<file path="config.mk">
export PLATFORM = sky130hd
export DESIGN_NAME = adc_demod_core
export DESIGN_NICKNAME = d
export VERILOG_FILES = /design/src/rtl/adc_demod_core.sv
export SDC_FILE = /design/constraint.sdc
export NUM_CORES = 1
export LEC_CHECK = 0
export ABC_AREA = 0
export ABC_CLOCK_PERIOD_IN_PS = 5600
export CORE_UTILIZATION = 25
export DETAILED_ROUTE_END_ITERATION = 10
export GPL_TIMING_DRIVEN = 1
export PLACE_DENSITY_LB_ADDON = 0.15
export SYNTH_ARGS = -nofsm -noshare
export SYNTH_HDL_FRONTEND = slang
export SYNTH_SLANG_ARGS = --single-unit
</file>
<file path="constraint.sdc">
create_clock -name clk -period 5.6 [get_ports clk]
set_input_delay 1.12 -clock clk [delete_from_list [all_inputs] [get_ports clk]]
set_output_delay 1.12 -clock clk [all_outputs]
set_load 0.02 [all_outputs]
</file>
<file path="src/rtl/adc_demod_core.sv">
// Synchronous PWM demodulator for XADC auxiliary channels: reads each conversion over DRP,
// accumulates on/off phase sums per channel and emits their signed difference.
module adc_demod_core #(
  parameter int unsigned NUM_CH   = 1,
  parameter int unsigned BASE_CH  = 16,
  parameter int unsigned AVG_LOG2 = 4,
  parameter int unsigned SETTLE   = 0,
  localparam int unsigned RW      = 12 + AVG_LOG2 + 1
) (
  input  logic                 clk,
  input  logic                 rst,
  input  logic                 switch_pwm,
  input  logic                 eoc,
  input  logic [4:0]           channel_in,
  output logic                 den,
  output logic [6:0]           daddr,
  input  logic                 drdy,
  input  logic [15:0]          do_data,
  output logic                 res_valid,
  output logic [1:0]           res_ch,
  output logic signed [RW-1:0] res_data,
  output logic [3:0]           LED,
  output logic                 overrun,
  output logic                 timeout
);

  localparam int unsigned AW = 12 + AVG_LOG2;
  localparam int unsigned CW = AVG_LOG2 + 1;
  localparam int unsigned SW = (SETTLE > 0) ? $clog2(SETTLE + 1) : 1;
  localparam logic [CW-1:0] CNT_FULL = CW'(1) << AVG_LOG2;

  typedef enum logic [1:0] {S_IDLE, S_REQ, S_WAIT, S_ACC} state_t;

  state_t         state_q, state_d;
  logic           pwm_m, pwm_s;
  logic [SW-1:0]  settle;
  logic [7:0]     wait_cnt;
  logic [1:0]     ch_q;
  logic [11:0]    sample_q;
  logic           phase_q;
  logic           keep_q;
  logic           fire;
  logic [1:0]     fire_ch;
  logic [AW-1:0]  on_acc  [4];
  logic [AW-1:0]  off_acc [4];
  logic [CW-1:0]  on_cnt  [4];
  logic [CW-1:0]  off_cnt [4];
  logic           ch_hit;
  logic signed [RW-1:0] diff;
  logic [3:0]     led_nx;
  logic           unused_bits;

  assign unused_bits = ^do_data[3:0];
  assign ch_hit = (32'(channel_in) >= BASE_CH) && (32'(channel_in) < BASE_CH + NUM_CH);
  assign diff   = $signed({1'b0, on_acc[fire_ch]}) - $signed({1'b0, off_acc[fire_ch]});

  // Bar graph: result is always below FS, so the top four magnitude bits pick the step
  always_comb begin
    led_nx = 4'b0000;
    if (!diff[RW-1]) begin
      if (diff[AW-1])      led_nx = 4'b1111;
      else if (diff[AW-2]) led_nx = 4'b0111;
      else if (diff[AW-3]) led_nx = 4'b0011;
      else if (diff[AW-4]) led_nx = 4'b0001;
    end
  end

  // PWM synchroniser and post-edge settle counter
  always_ff @(posedge clk) begin
    if (rst) begin
      pwm_m  <= 1'b0;
      pwm_s  <= 1'b0;
      settle <= '0;
    end else begin
      pwm_m <= switch_pwm;
      pwm_s <= pwm_m;
      if (pwm_m != pwm_s)    settle <= SW'(SETTLE);
      else if (settle != '0) settle <= settle - SW'(1);
    end
  end

  always_ff @(posedge clk) begin
    if (rst) state_q <= S_IDLE;
    else     state_q <= state_d;
  end

  always_comb begin
    state_d = state_q;
    case (state_q)
      S_IDLE: if (eoc && ch_hit) state_d = S_REQ;
      S_REQ:  state_d = S_WAIT;
      S_WAIT: begin
        if (drdy)                  state_d = S_ACC;
        else if (wait_cnt == 8'hFF) state_d = S_IDLE;
      end
      S_ACC:  state_d = S_IDLE;
      default: state_d = S_IDLE;
    endcase
  end

  always_ff @(posedge clk) begin
    if (rst) begin
      den       <= 1'b0;
      daddr     <= '0;
      res_valid <= 1'b0;
      res_ch    <= '0;
      res_data  <= '0;
      LED       <= '0;
      overrun   <= 1'b0;
      timeout   <= 1'b0;
      wait_cnt  <= '0;
      ch_q      <= '0;
      sample_q  <= '0;
      phase_q   <= 1'b0;
      keep_q    <= 1'b0;
      fire      <= 1'b0;
      fire_ch   <= '0;
      for (int i = 0; i < 4; i++) begin
        on_acc[i]  <= '0;
        off_acc[i] <= '0;
        on_cnt[i]  <= '0;
        off_cnt[i] <= '0;
      end
    end else begin
      den       <= (state_d == S_REQ);
      res_valid <= 1'b0;
      fire      <= 1'b0;
      wait_cnt  <= (state_q == S_WAIT) ? wait_cnt + 8'd1 : 8'd0;

      if (state_q == S_IDLE && state_d == S_REQ) begin
        ch_q  <= 2'(channel_in - 5'(BASE_CH));
        daddr <= {2'b00, channel_in};
      end
      if (eoc && state_q != S_IDLE) overrun <= 1'b1;

      if (state_q == S_WAIT) begin
        if (drdy) begin
          sample_q <= do_data[15:4];
          phase_q  <= pwm_s;
          keep_q   <= (settle == '0);
        end else if (wait_cnt == 8'hFF) begin
          timeout <= 1'b1;
        end
      end

      // Accumulate; flag completion when this sample fills the last open phase
      if (state_q == S_ACC) begin
        fire_ch <= ch_q;
        if (keep_q && phase_q && on_cnt[ch_q] != CNT_FULL) begin
          on_acc[ch_q] <= on_acc[ch_q] + AW'(sample_q);
          on_cnt[ch_q] <= on_cnt[ch_q] + CW'(1);
          fire <= (on_cnt[ch_q] == CNT_FULL - CW'(1)) && (off_cnt[ch_q] == CNT_FULL);
        end else if (keep_q && !phase_q && off_cnt[ch_q] != CNT_FULL) begin
          off_acc[ch_q] <= off_acc[ch_q] + AW'(sample_q);
          off_cnt[ch_q] <= off_cnt[ch_q] + CW'(1);
          fire <= (off_cnt[ch_q] == CNT_FULL - CW'(1)) && (on_cnt[ch_q] == CNT_FULL);
        end
      end

      if (fire) begin
        res_valid        <= 1'b1;
        res_ch           <= fire_ch;
        res_data         <= diff;
        on_acc[fire_ch]  <= '0;
        off_acc[fire_ch] <= '0;
        on_cnt[fire_ch]  <= '0;
        off_cnt[fire_ch] <= '0;
        if (fire_ch == 2'd0) LED <= led_nx;
      end
    end
  end

endmodule

</file>
Yosys cells after proc, flatten, opt, wreduce, memory -nomap -nowiden
Memories as Yosys holds them, arrays and structs flattened. A register that Yosys moved wholly into a read port is not among the register bits.
Index checks and enable logic that the tools add are counted.
W data, S select, Z words.
{"block": "classes", "n_addsub": 8, "n_lt_le_gt_ge": 2, "eq_ne": 12, "n_mux": 61, "bitwise": 4, "n_reduce_logical": 28}
{"cell": "$mux W16", "count": 4}
{"cell": "$reduce_or A16 Y1", "count": 4}
{"cell": "$mux W2", "count": 24}
{"cell": "$add A16 B12 Y16", "count": 2}
{"cell": "$mux W1", "count": 25}
{"cell": "$mux W5", "count": 4}
{"cell": "$reduce_or A5 Y1", "count": 4}
{"cell": "$sub A16 B16 Y17", "count": 1}
{"cell": "$add A5 B1 Y5 const B", "count": 2}
{"cell": "$eq A5 B4 Y1 const B", "count": 2}
{"cell": "$eq A5 B5 Y1 const B", "count": 2}
{"cell": "$logic_and A1 B1 Y1", "count": 10}
{"cell": "$ne A5 B5 Y1 const B", "count": 2}
{"cell": "$add A8 B1 Y8 const B", "count": 1}
{"cell": "$eq A8 B8 Y1 const B", "count": 1}
{"cell": "$mux W4", "count": 2}
{"cell": "$pmux W2 S4", "count": 1}
{"cell": "$ge A5 B5 Y1 const B", "count": 1}
{"cell": "$lt A5 B5 Y1 const B", "count": 1}
{"cell": "$eq A2 B1 Y1 const B", "count": 2}
{"cell": "$eq A2 B2 Y1 const B", "count": 2}
{"cell": "$logic_not A2 Y1", "count": 2}
{"cell": "$not A1 Y1", "count": 4}
{"cell": "$reduce_and A2 Y1", "count": 2}
{"cell": "9 further kinds", "count": 10}
{"block": "totals", "regBits": 64, "ram_bits": 168, "output_inout_bits": 34, "word_cells": 138, "n_memories": 4}
{"memory": "off_acc", "words": 4, "word_bits": 16, "read_ports": 2, "rd_clocked_by_memory_dff": 2, "wr": 4, "line": "45", "text": "logic [AW-1:0] off_acc [4];"}
{"memory": "on_acc", "words": 4, "word_bits": 16, "read_ports": 2, "rd_clocked_by_memory_dff": 2, "wr": 4, "line": "44", "text": "logic [AW-1:0] on_acc [4];"}
{"memory": "off_cnt", "words": 4, "word_bits": 5, "read_ports": 1, "rd_clocked_by_memory_dff": 1, "wr": 4, "line": "47", "text": "logic [CW-1:0] off_cnt [4];"}
{"memory": "on_cnt", "words": 4, "word_bits": 5, "read_ports": 1, "rd_clocked_by_memory_dff": 1, "wr": 4, "line": "46", "text": "logic [CW-1:0] on_cnt [4];"}

Longest topological paths before layout
Gate-level depths: netlist of the first run.
{"block": "depth", "word_depth": 10, "depth_mapped": 15, "mapped_depth_nobuf": 11}

Worst setup path before layout of the first run
No wires, ideal clock.
{"block": "synth_path", "path_type": "reg-to-reg", "start": "register with a tool-made name", "end": "memory on_acc[2][12] (netlist bit)", "arrival_time_ps": 3847, "slack_ps": 1683, "path_stages_with_launch": 15, "n_path_buf": 4, "cell_sequence": "dfxtp_1 > buf_6 > buf_6 > buf_2 > buf_1 > mux4_2 > ha_1 > fa_1 > a21o_1 > a221oi_1 > a21oi_1 > and3_1 > nor4bb_1 > nand2_1 > a21oi_1"}
{"element": "to (decl)", "line": "44"}

==> results of run 1 <==
## how the worst min path moves through the flow
stage / startpoint / end / slack [ns] / cells past startpoint
after global placement: settle / keep_q / 0.41 / 1
final: settle / keep_q / 0.40 / 1
after detailed placement: settle / keep_q / 0.40 / 1
after CTS: settle / keep_q / 0.40 / 1
after floorplan: settle / keep_q / 0.39 / 1
after global routing: settle / keep_q / 0.43 / 1
## layout make-up
class	instances	area, um^2	area share [%]
Multi-Input combinational cell	1009	7315	49.32
Sequential cell	234	4690	31.62
Tap cell	664	830.8	5.602
Clock buffer	37	805.8	5.433
Timing Repair Buffer	76	748.2	5.045
Clock inverter	17	297.8	2.008
Inverter	38	143.9	0.9702
## registers in the layout (all words and copies together), names as in the netlist, named ones only
register   count
state_q        2
pwm_m          1
settle         1
on_acc        64
keep_q         1
pwm_s          1
timeout        1
den            1
res_valid      1
daddr          4
fire           1
res_data      17
res_ch         2
LED            4
sample_q      12
off_acc       64
off_cnt       20
fire_ch        2
wait_cnt       8
phase_q        1
ch_q           1
overrun        1
on_cnt        20
## kinds of logic (layout without fill, tap and decap cells)
kind of cell	after synthesis	in the layout
and+or+nand+nor	507	507
buffers and inverters	133	168
adders and majority gates	50	50
DFF	234	234
muxes	90	90
other	1	3
xor gates and xnor gates	40	40
AOI/OAI and AO/OA	319	319
## cells in the final DEF (no fill, tap or decap), drive strengths merged, types with 9 or more instances in the layout
cell,Yosys,layout
nand3,85,85
a31oi,37,37
buf,36,24
a22oi,22,22
clkdlybuf4s50,0,52
a21o,16,16
nand4,19,19
o211ai,10,10
mux4,74,74
nor2,165,165
a211oi,9,9
inv,37,39
a22o,17,17
a21oi,118,118
ha,47,47
and2,9,9
nor2b,9,9
xor2,22,22
nand2b,10,10
clkbuf,59,37
xnor2,18,18
nor3,17,17
o21ai,38,38
nand2,139,139
dfxtp,234,234
mux2i,15,15
and3,17,17
## where the power goes
part / total, mW / switching, mW / internal, mW
clock network: 2.16 / 0.780 / 1.38
logic: 0.0656 / 0.0452 / 0.0204
registers: 1.67 / 0.00135 / 1.67
total: 3.90 / 0.826 / 3.07
## metal layers
metal | vias up | share of wire (%) | global-route usage [%]
li1 | 5050 | - | -
met1 | 5172 | 43 | 20.69
met2 | 252 | 50 | 29.03
met3 | 68 | 4.3 | 1.965
met4 | 0 | 2.4 | 5.201
met5 | - | 0 | 0
## worst reg2reg max path, delay by kind of cell, from the launching register on
kind,cells,cell delay (ns)
AOI/OAI and AO/OA,5,1.89
DFF,1,0.79
muxes,1,0.61
adders and majority gates,1,0.29
and+or+nand+nor,2,0.28
buffers and inverters,1,0.15
==> results_dict.tcl, run 1 <==
set metrics [dict create \
    status "completed" \
    yosys_most_used_dff "dfxtp_1" \
    ys_ff_latch 234 \
    slew_headroom_pct 31.83 \
    postRouteAntennaNets 0 \
    cp_cell_sequence "mux4_2 > inv_1 > ha_1 > nor2b_1 > o211ai_1 > a211o_1 > nand2_1 > a221oi_1 > a2111oi_0 > a221o_1" \
    fin_ws_ns 1.468 \
    clkTransAtPathRegs_ns 0.06 \
    yosysSeqAreaShare_pct 37.45 \
    hold_violations 0 \
    synth.most_common_cell "dfxtp_1" \
    crit_required_ns 6.06 \
    track_usage_pct 16.43 \
    reg2reg_slack_ns 1.47 \
    gp_congestion 0.8386 \
    wl_um 41680 \
    yosys.area_share.simple_pct 19.07 \
    grt-ovfl-total 0 \
    critPathMaxStageDelay_ns 0.79 \
    power_mw 3.896 \
    synth_top_family_by_area "simple AND/OR/NAND/NOR gates" \
    drive_above_1_share_pct 12.47 \
    critPathTopFamily "compound AO/OA/AOI/OAI gates" \
    netlist_instances 1374 \
    synth-compound-area-share_pct 16.37 \
    syn_area_mm2 0.01251 \
    ctsHoldBuffers 0 \
    drc 0 \
    via_per_inst 5.080 \
    fin_crit_ns 4.132 \
    cts_setup_buffers 0 \
    critPathBufInv 1 \
    ys_async_sr_fraction_pct 0 \
    holdCritPathClass "reg2reg" \
    fin_crit_sh_pct 73.78 \
    post_cts_resized 0 \
    end_kind "flip-flop" \
    cts.sinks 234 \
    synth_mux_area_share_pct 14.62 \
    clock_path_buffers 3 \
    fin_skew_ns 0.02023 \
    dpl_cell_area_mm2 0.01373 \
    syn_avg_cell_area_um2 9.103 \
    synth_top_area_share_pct 37.45 \
    p_leak_nw 5.330 \
    diodes 0 \
    drtIter0Drc 638 \
    yosys.cell_types.count 76 \
    dieHeight_um 225.7 \
    yosys-top-cells-area "dfxtp_1, mux4_2, nor2_1" \
    place_hpwl_um 28190 \
    pin_count 60 \
    area_growth_pct 18.58 \
    drv_cap 0 \
    grt_pass1_wl_um 63360 \
    critPathMaxFanout 16 \
    cts_tree "built" \
    synth-xor-area-share_pct 2.801 \
    nFillCells 5159 \
    slowest_stage "dfxtp_2" \
    synth_top_area_cell "dfxtp_1" \
    coreArea_mm2 0.04915 \
    numCtsBuffers 29 \
    ir_drop_mv 0.1768 \
    placed_cells 2021 \
    rows 81 \
    cp_data_arrival_time_ns 4.59 \
    antenna_found_initial 0 \
    rsz0062_at_grt "false" \
    drv_slew 0 \
    die_w_um 225.7 \
    wl_per_cell_um 20.09 \
    first_pass_iters 5 \
    clock_latency_ns 0.58 \
    cts-htree-levels 1 \
    power_density_mw_per_mm2 262.7 \
    io_buffers 53 \
    setup_viol 0 \
    worst-path-stages 10 \
    crit_type "reg2reg" \
    setup.worst_path.end "LED[0]" \
    grt_pass1_vias 10310 \
    critPathLaunchType "flip-flop" \
    ys_warn_count 0 \
    synth_edf_count 0 \
    dp_slack_ns 1.455 \
    grt_max_degree 64 \
    route.vias.total 10540 \
    cts_root_buf "clkbuf_16" \
    synth_fa_ha_area_share_pct 5.182 \
    r2r_cells 10 \
    final_util_pct 30.17 \
    layout.nets 1464 \
    fin_cells 2075 \
    initial_utilization_pct 25.44 \
    final_cell_area_mm2 0.01483 \
    hold_ws_ns 0.4024 \
    synthTopCellsByCount "dfxtp_1, nor2_1, nand2_1" \
    worst_pin_slew_ns 1.010 \
    r2r_end "LED[0]" \
    fmax_mhz 242.0 \
    dieArea_mm2 0.05093 \
    tns_ns 0 \
]
No activity file was read; power rests on OpenSTA's default activity.
==> run 2: changes to the inputs <==
ABC_CLOCK_PERIOD_IN_PS = 3600   (was 5600)
clock period = 3.6 ns   (was 5.6 ns; I/O delays follow)
==> results_dict.tcl, run 2 (synthesized netlist as in run 1, its figures left out) <==
set metrics [dict create \
    gp_congestion 0.8105 \
    clkTransAtPathRegs_ns 0.06 \
    critPathMaxFanout 22 \
    wl_per_cell_um 19.41 \
    power_density_mw_per_mm2 374.7 \
    grt_pass1_vias 10490 \
    critPathLaunchType "flip-flop" \
    cts_root_buf "clkbuf_16" \
    first_pass_iters 5 \
    place_hpwl_um 30290 \
    cts-htree-levels 1 \
    fin_crit_sh_pct 97.56 \
    die_w_um 225.7 \
    area_growth_pct 23.15 \
    slew_headroom_pct 33.03 \
    coreArea_mm2 0.04915 \
    fin_crit_ns 3.512 \
    grt-ovfl-total 0 \
    worstHoldStart "settle" \
    track_usage_pct 16.57 \
    setup_viol 0 \
    grt_max_degree 55 \
    clock_latency_ns 0.57 \
    p_clk_share_pct 53.2 \
    combinationalPowerShare_pct 1.9 \
    ir_drop_mv 0.3172 \
    register_area_mm2 0.004692 \
    reg2reg_slack_ns 0.09 \
    fmax_mhz 284.7 \
    status "completed" \
    ctsHoldBuffers 0 \
    final_common_cell "dfxtp_1" \
    drv_slew 0 \
    reg_top3 "off_acc (64), on_acc (64)" \
    pin_count 60 \
    p_leak_nw 5.700 \
    cp_data_arrival_time_ns 4.03 \
    postRouteAntennaNets 0 \
    intPower_mw 4.508 \
    power_switching_mw 1.264 \
    rsz0062_at_grt "true" \
    end_kind "flip-flop" \
    antenna_found_initial 1 \
    dp_slack_ns -0.07222 \
    whs_endpoint "keep_q" \
    diodes 0 \
    layout.nets 1538 \
    dieHeight_um 225.7 \
    dieArea_mm2 0.05093 \
    crit_required_ns 4.12 \
    numCtsBuffers 29 \
    r2r_end "LED[0]" \
    cts_tree "built" \
    route.vias.total 10710 \
    io_buffers 53 \
    drive_above_1_share_pct 16.51 \
    clock_path_buffers 3 \
    fin_skew_ns 0.01865 \
    rows 81 \
    drc 0 \
    grt_pass1_wl_um 64320 \
    wl_um 41700 \
    holdPathStages 1 \
    initial_utilization_pct 25.44 \
    nFillCells 5102 \
    via_per_inst 4.986 \
    hold_violations 0 \
    holdCritPathClass "reg2reg" \
    worst_pin_slew_ns 1.005 \
    drtIter0Drc 655 \
    multi_input_area_mm2 0.007310 \
    r2r_cells 13 \
    crit_type "reg2reg" \
    final_cell_mix "dfxtp_1, nor2_1, nand2_1" \
    p_sw_share_pct 21.90 \
    drv_cap 0 \
    cts.sinks 234 \
    pwr-share-seq_pct 44.9 \
    hold_ws_ns 0.4072 \
    fin_ws_ns 0.08779 \
]
==> run 2: cell count changes in the layout (fill, tap and decap cells not counted), moves of 4 or more <==
cell,delta
clkbuf_8,+4
buf_4,+64
clkbuf_1,+5
buf_12,+10
bufinv_16,-5
==> run 2: how the worst max path moves through the flow <==
stage / from / to / slack (ns)
2_1_floorplan: flip-flop / on_acc[3][12] / 0.01
3_3_place_gp: flip-flop / off_acc[0][14] / -0.06
3_5_place_dp: flip-flop / off_acc[0][14] / -0.07
4_1_cts: flip-flop / LED[0] / 0.03
5_1_grt: flip-flop / LED[0] / -0.14
6_report: flip-flop / LED[0] / 0.09
==> run 2: critical path: stages, from the launching register on <==
cell,delay (ns)
dfxtp_2,0.40
buf_12,0.23
mux4_2,0.52
inv_1,0.20
ha_1,0.30
a21o_1,0.19
a21o_1,0.16
o21ai_0,0.22
buf_4,0.16
o2111a_1,0.20
nor4_1,0.06
buf_4,0.15
a2111oi_1,0.47
a221o_1,0.18
==> run 2: power by group through the flow <==
stage	sequential [mW]	combinational, mW	clock, mW
CTS	2.59	0.109	3.17
global placement	2.65	0.109	0
global route	2.59	0.116	3.25
finish	2.59	0.108	3.07
detailed placement	2.65	0.109	0
floorplan	2.65	0.0495	0
==> run 2: per-stage QoR <==
stage               TNS [ns]  utilization [%]  total power [mW]  area, um^2  instances
global placement     -0.3586            29.25             2.760       14380       2094
finish                     0            31.34             5.772       15400       2148
floorplan                  0                -             2.701       12540       1376
detailed placement   -0.2974            29.25             2.760       14380       2094
CTS                        0            31.30             5.869       15390       2148
global route         -0.2080            31.34             5.954       15400       2148
==> run 2: layer usage <==
metal	GRT usage, %	vias up	part of all wire, %
met3	2.316	57	4.3
met4	4.850	0	2.4
met2	28.45	221	48
met1	21.46	5221	45
met5	0	-	0
li1	-	5212	-
==> run 2: timing repair <==
action | CTS | global route
cloned | 0 | 0
resized for setup | 2 | 5
endpoints found under the setup margin | 11 | 21
pin swaps | 1 | 0
buffers inserted | 1 | 0
==> run 2: cell type report <==
class                      instances  area share [%]
multi-input combinational       1009           47.46
sequential                       234           30.46
timing repair buffer             150           9.277
clock buffer                      46           5.711
tap                              664           5.394
inverter                          38          0.9342
clock inverter                     7          0.7636
==> run 3: changes to the inputs <==
DONT_BUFFER_PORTS = 1   (was default)
TNS_END_PERCENT = 50   (was default)
==> results_dict.tcl, run 3 (synthesized netlist as in run 1, its figures left out) <==
set metrics [dict create \
    critPathMaxFanout 8 \
    slowest_stage "mux4_2" \
    wl_um 41810 \
    cts_tree "built" \
    crit_type "reg2reg" \
    r2r_end "LED[0]" \
    io_buffers 0 \
    rows 81 \
    drive_above_1_share_pct 18.43 \
    holdCritPathClass "in2reg" \
    dp_slack_ns -0.04350 \
    grt_pass1_vias 10400 \
    fin_cells 2102 \
    postRouteAntennaNets 0 \
    clock_latency_ns 0.56 \
    critPathBufInv 4 \
    final_util_pct 30.46 \
    clock_path_buffers 3 \
    drv_cap 0 \
    critPathTopFamily "compound AO/OA/AOI/OAI gates" \
    holdPathStages 1 \
    antenna_found_initial 0 \
    clkTransAtPathRegs_ns 0.07 \
    via_per_inst 5.016 \
    final_common_cell "dfxtp_1" \
    fin_crit_sh_pct 96.06 \
    reg2reg_slack_ns 0.14 \
    die_w_um 225.7 \
    grt_pass1_wl_um 64230 \
    reg_top3 "off_acc (64), on_acc (64)" \
    power_mw 5.876 \
    top_layer "met4" \
    first_pass_iters 5 \
    wl_met1_um 19020 \
    r2r_cells 13 \
    cts.sinks 234 \
    dieArea_mm2 0.05093 \
    hold_violations 0 \
    setup_viol 0 \
    worstHoldStart "rst" \
    end_kind "flip-flop" \
    p_leak_nw 5.567 \
    cpMostUsedCell "buf_4" \
    fin_crit_ns 3.458 \
    whs_endpoint "overrun" \
    critPathLaunchType "flip-flop" \
    placed_cells 2049 \
    worst_pin_slew_ns 0.9580 \
    tns_ns 0 \
    route.vias.total 10540 \
    status "completed" \
    fin_ws_ns 0.1419 \
    track_usage_pct 16.57 \
    final_cell_mix "dfxtp_1, nor2_1, nand2_1" \
    ctsHoldBuffers 0 \
    layout.nets 1492 \
    dieHeight_um 225.7 \
    drc 0 \
    crit_required_ns 4.04 \
    grt-ovfl-total 0 \
    cp_data_arrival_time_ns 3.90 \
    pin_count 60 \
    place_hpwl_um 29690 \
    initial_utilization_pct 25.44 \
    met3_length_um 1672 \
    coreArea_mm2 0.04915 \
    numCtsBuffers 28 \
    rsz0062_at_grt "true" \
    area_growth_pct 19.70 \
    grt_max_degree 106 \
    drv_slew 0 \
    gp_congestion 0.8428 \
    cp_cell_sequence "buf_12 > buf_4 > mux4_2 > inv_1 > ha_1 > nor2b_1 > o211ai_1 > a211o_1 > nand2_1 > a221oi_1 > buf_4 > nor3_1 > a221o_1" \
    wl_met2_um 20050 \
    cts-htree-levels 1 \
    power_density_mw_per_mm2 392.5 \
    drtIter0Drc 501 \
    ir_drop_mv 0.2591 \
    critPathMaxStageDelay_ns 0.56 \
    cts_root_buf "clkbuf_16" \
    fmax_mhz 289.2 \
    diodes 0 \
    slew_headroom_pct 36.14 \
    wl_per_cell_um 19.89 \
    fin_skew_ns 0.01624 \
]
-- run 3: changes by cell type in the layout (fill, tap and decap cells not counted), moves of 2 or more --
cell,before,now
buf_12,14,9
buf_4,83,96
bufinv_16,3,5
clkbuf_1,8,1
clkdlybuf4s50_1,52,0
clkinv_2,3,6
clkinvlp_4,0,2
inv_6,2,0
-- run 3: final cells by class --
class | count | area, um^2
fill | 5121 | 34180
multi-input combinational | 1009 | 7343
sequential | 234 | 4695
timing repair buffer | 105 | 900.9
clock buffer | 40 | 867.1
tap | 664 | 830.8
clock inverter | 12 | 190.2
inverter | 38 | 143.9
-- run 3: worst reg2reg max path, cell delays in order, from the launching register on --
cell and delay, ns:
dfxtp_2 0.37, buf_12 0.15, buf_4 0.14, mux4_2 0.56
inv_1 0.10, ha_1 0.25, nor2b_1 0.16, o211ai_1 0.46
a211o_1 0.24, nand2_1 0.09, a221oi_1 0.28, buf_4 0.20
nor3_1 0.05, a221o_1 0.28
-- run 3: metal layers --
layer,up-vias,track usage [%]
li1,5110,-
met1,5158,21.57
met2,220,28.29
met3,56,2.121
met4,0,5.267
met5,-,0
-- run 3: how the worst max path moves through the flow --
stage | start | end | slack [ns] | cells past startpoint
after floorplan | flip-flop | on_acc[3][12] | 0.01 | 14
after global placement | flip-flop | off_acc[0][14] | -0.009 | 11
after detailed placement | flip-flop | off_acc[0][14] | -0.04 | 11
after CTS | flip-flop | off_acc[2][12] | 0.01 | 12
after global routing | flip-flop | LED[0] | -0.05 | 12
final | flip-flop | LED[0] | 0.14 | 13
-- run 3: timing repair --
item	in CTS	in global routing
pin swaps	2	0
endpoints found under the setup margin	10	36
resized for setup	2	13
buffers inserted	1	0
-- run 3: report_power, final --
part           switching (mW)  total, mW  internal, mW
Combinational          0.0530     0.0680        0.0150
Clock                    1.19       3.22          2.02
Sequential            0.00243       2.59          2.59
Total                    1.25       5.88          4.63
-- run 3: per-stage QoR --
stage | hold WS [ns] | instance area, um^2
final | 0.2202 | 14970
after global routing | 0.2045 | 14970
after CTS | 0.1965 | 14920
after detailed placement | 0.3901 | 13850
after global placement | 0.3899 | 13850
after floorplan | 0.3897 | 12540
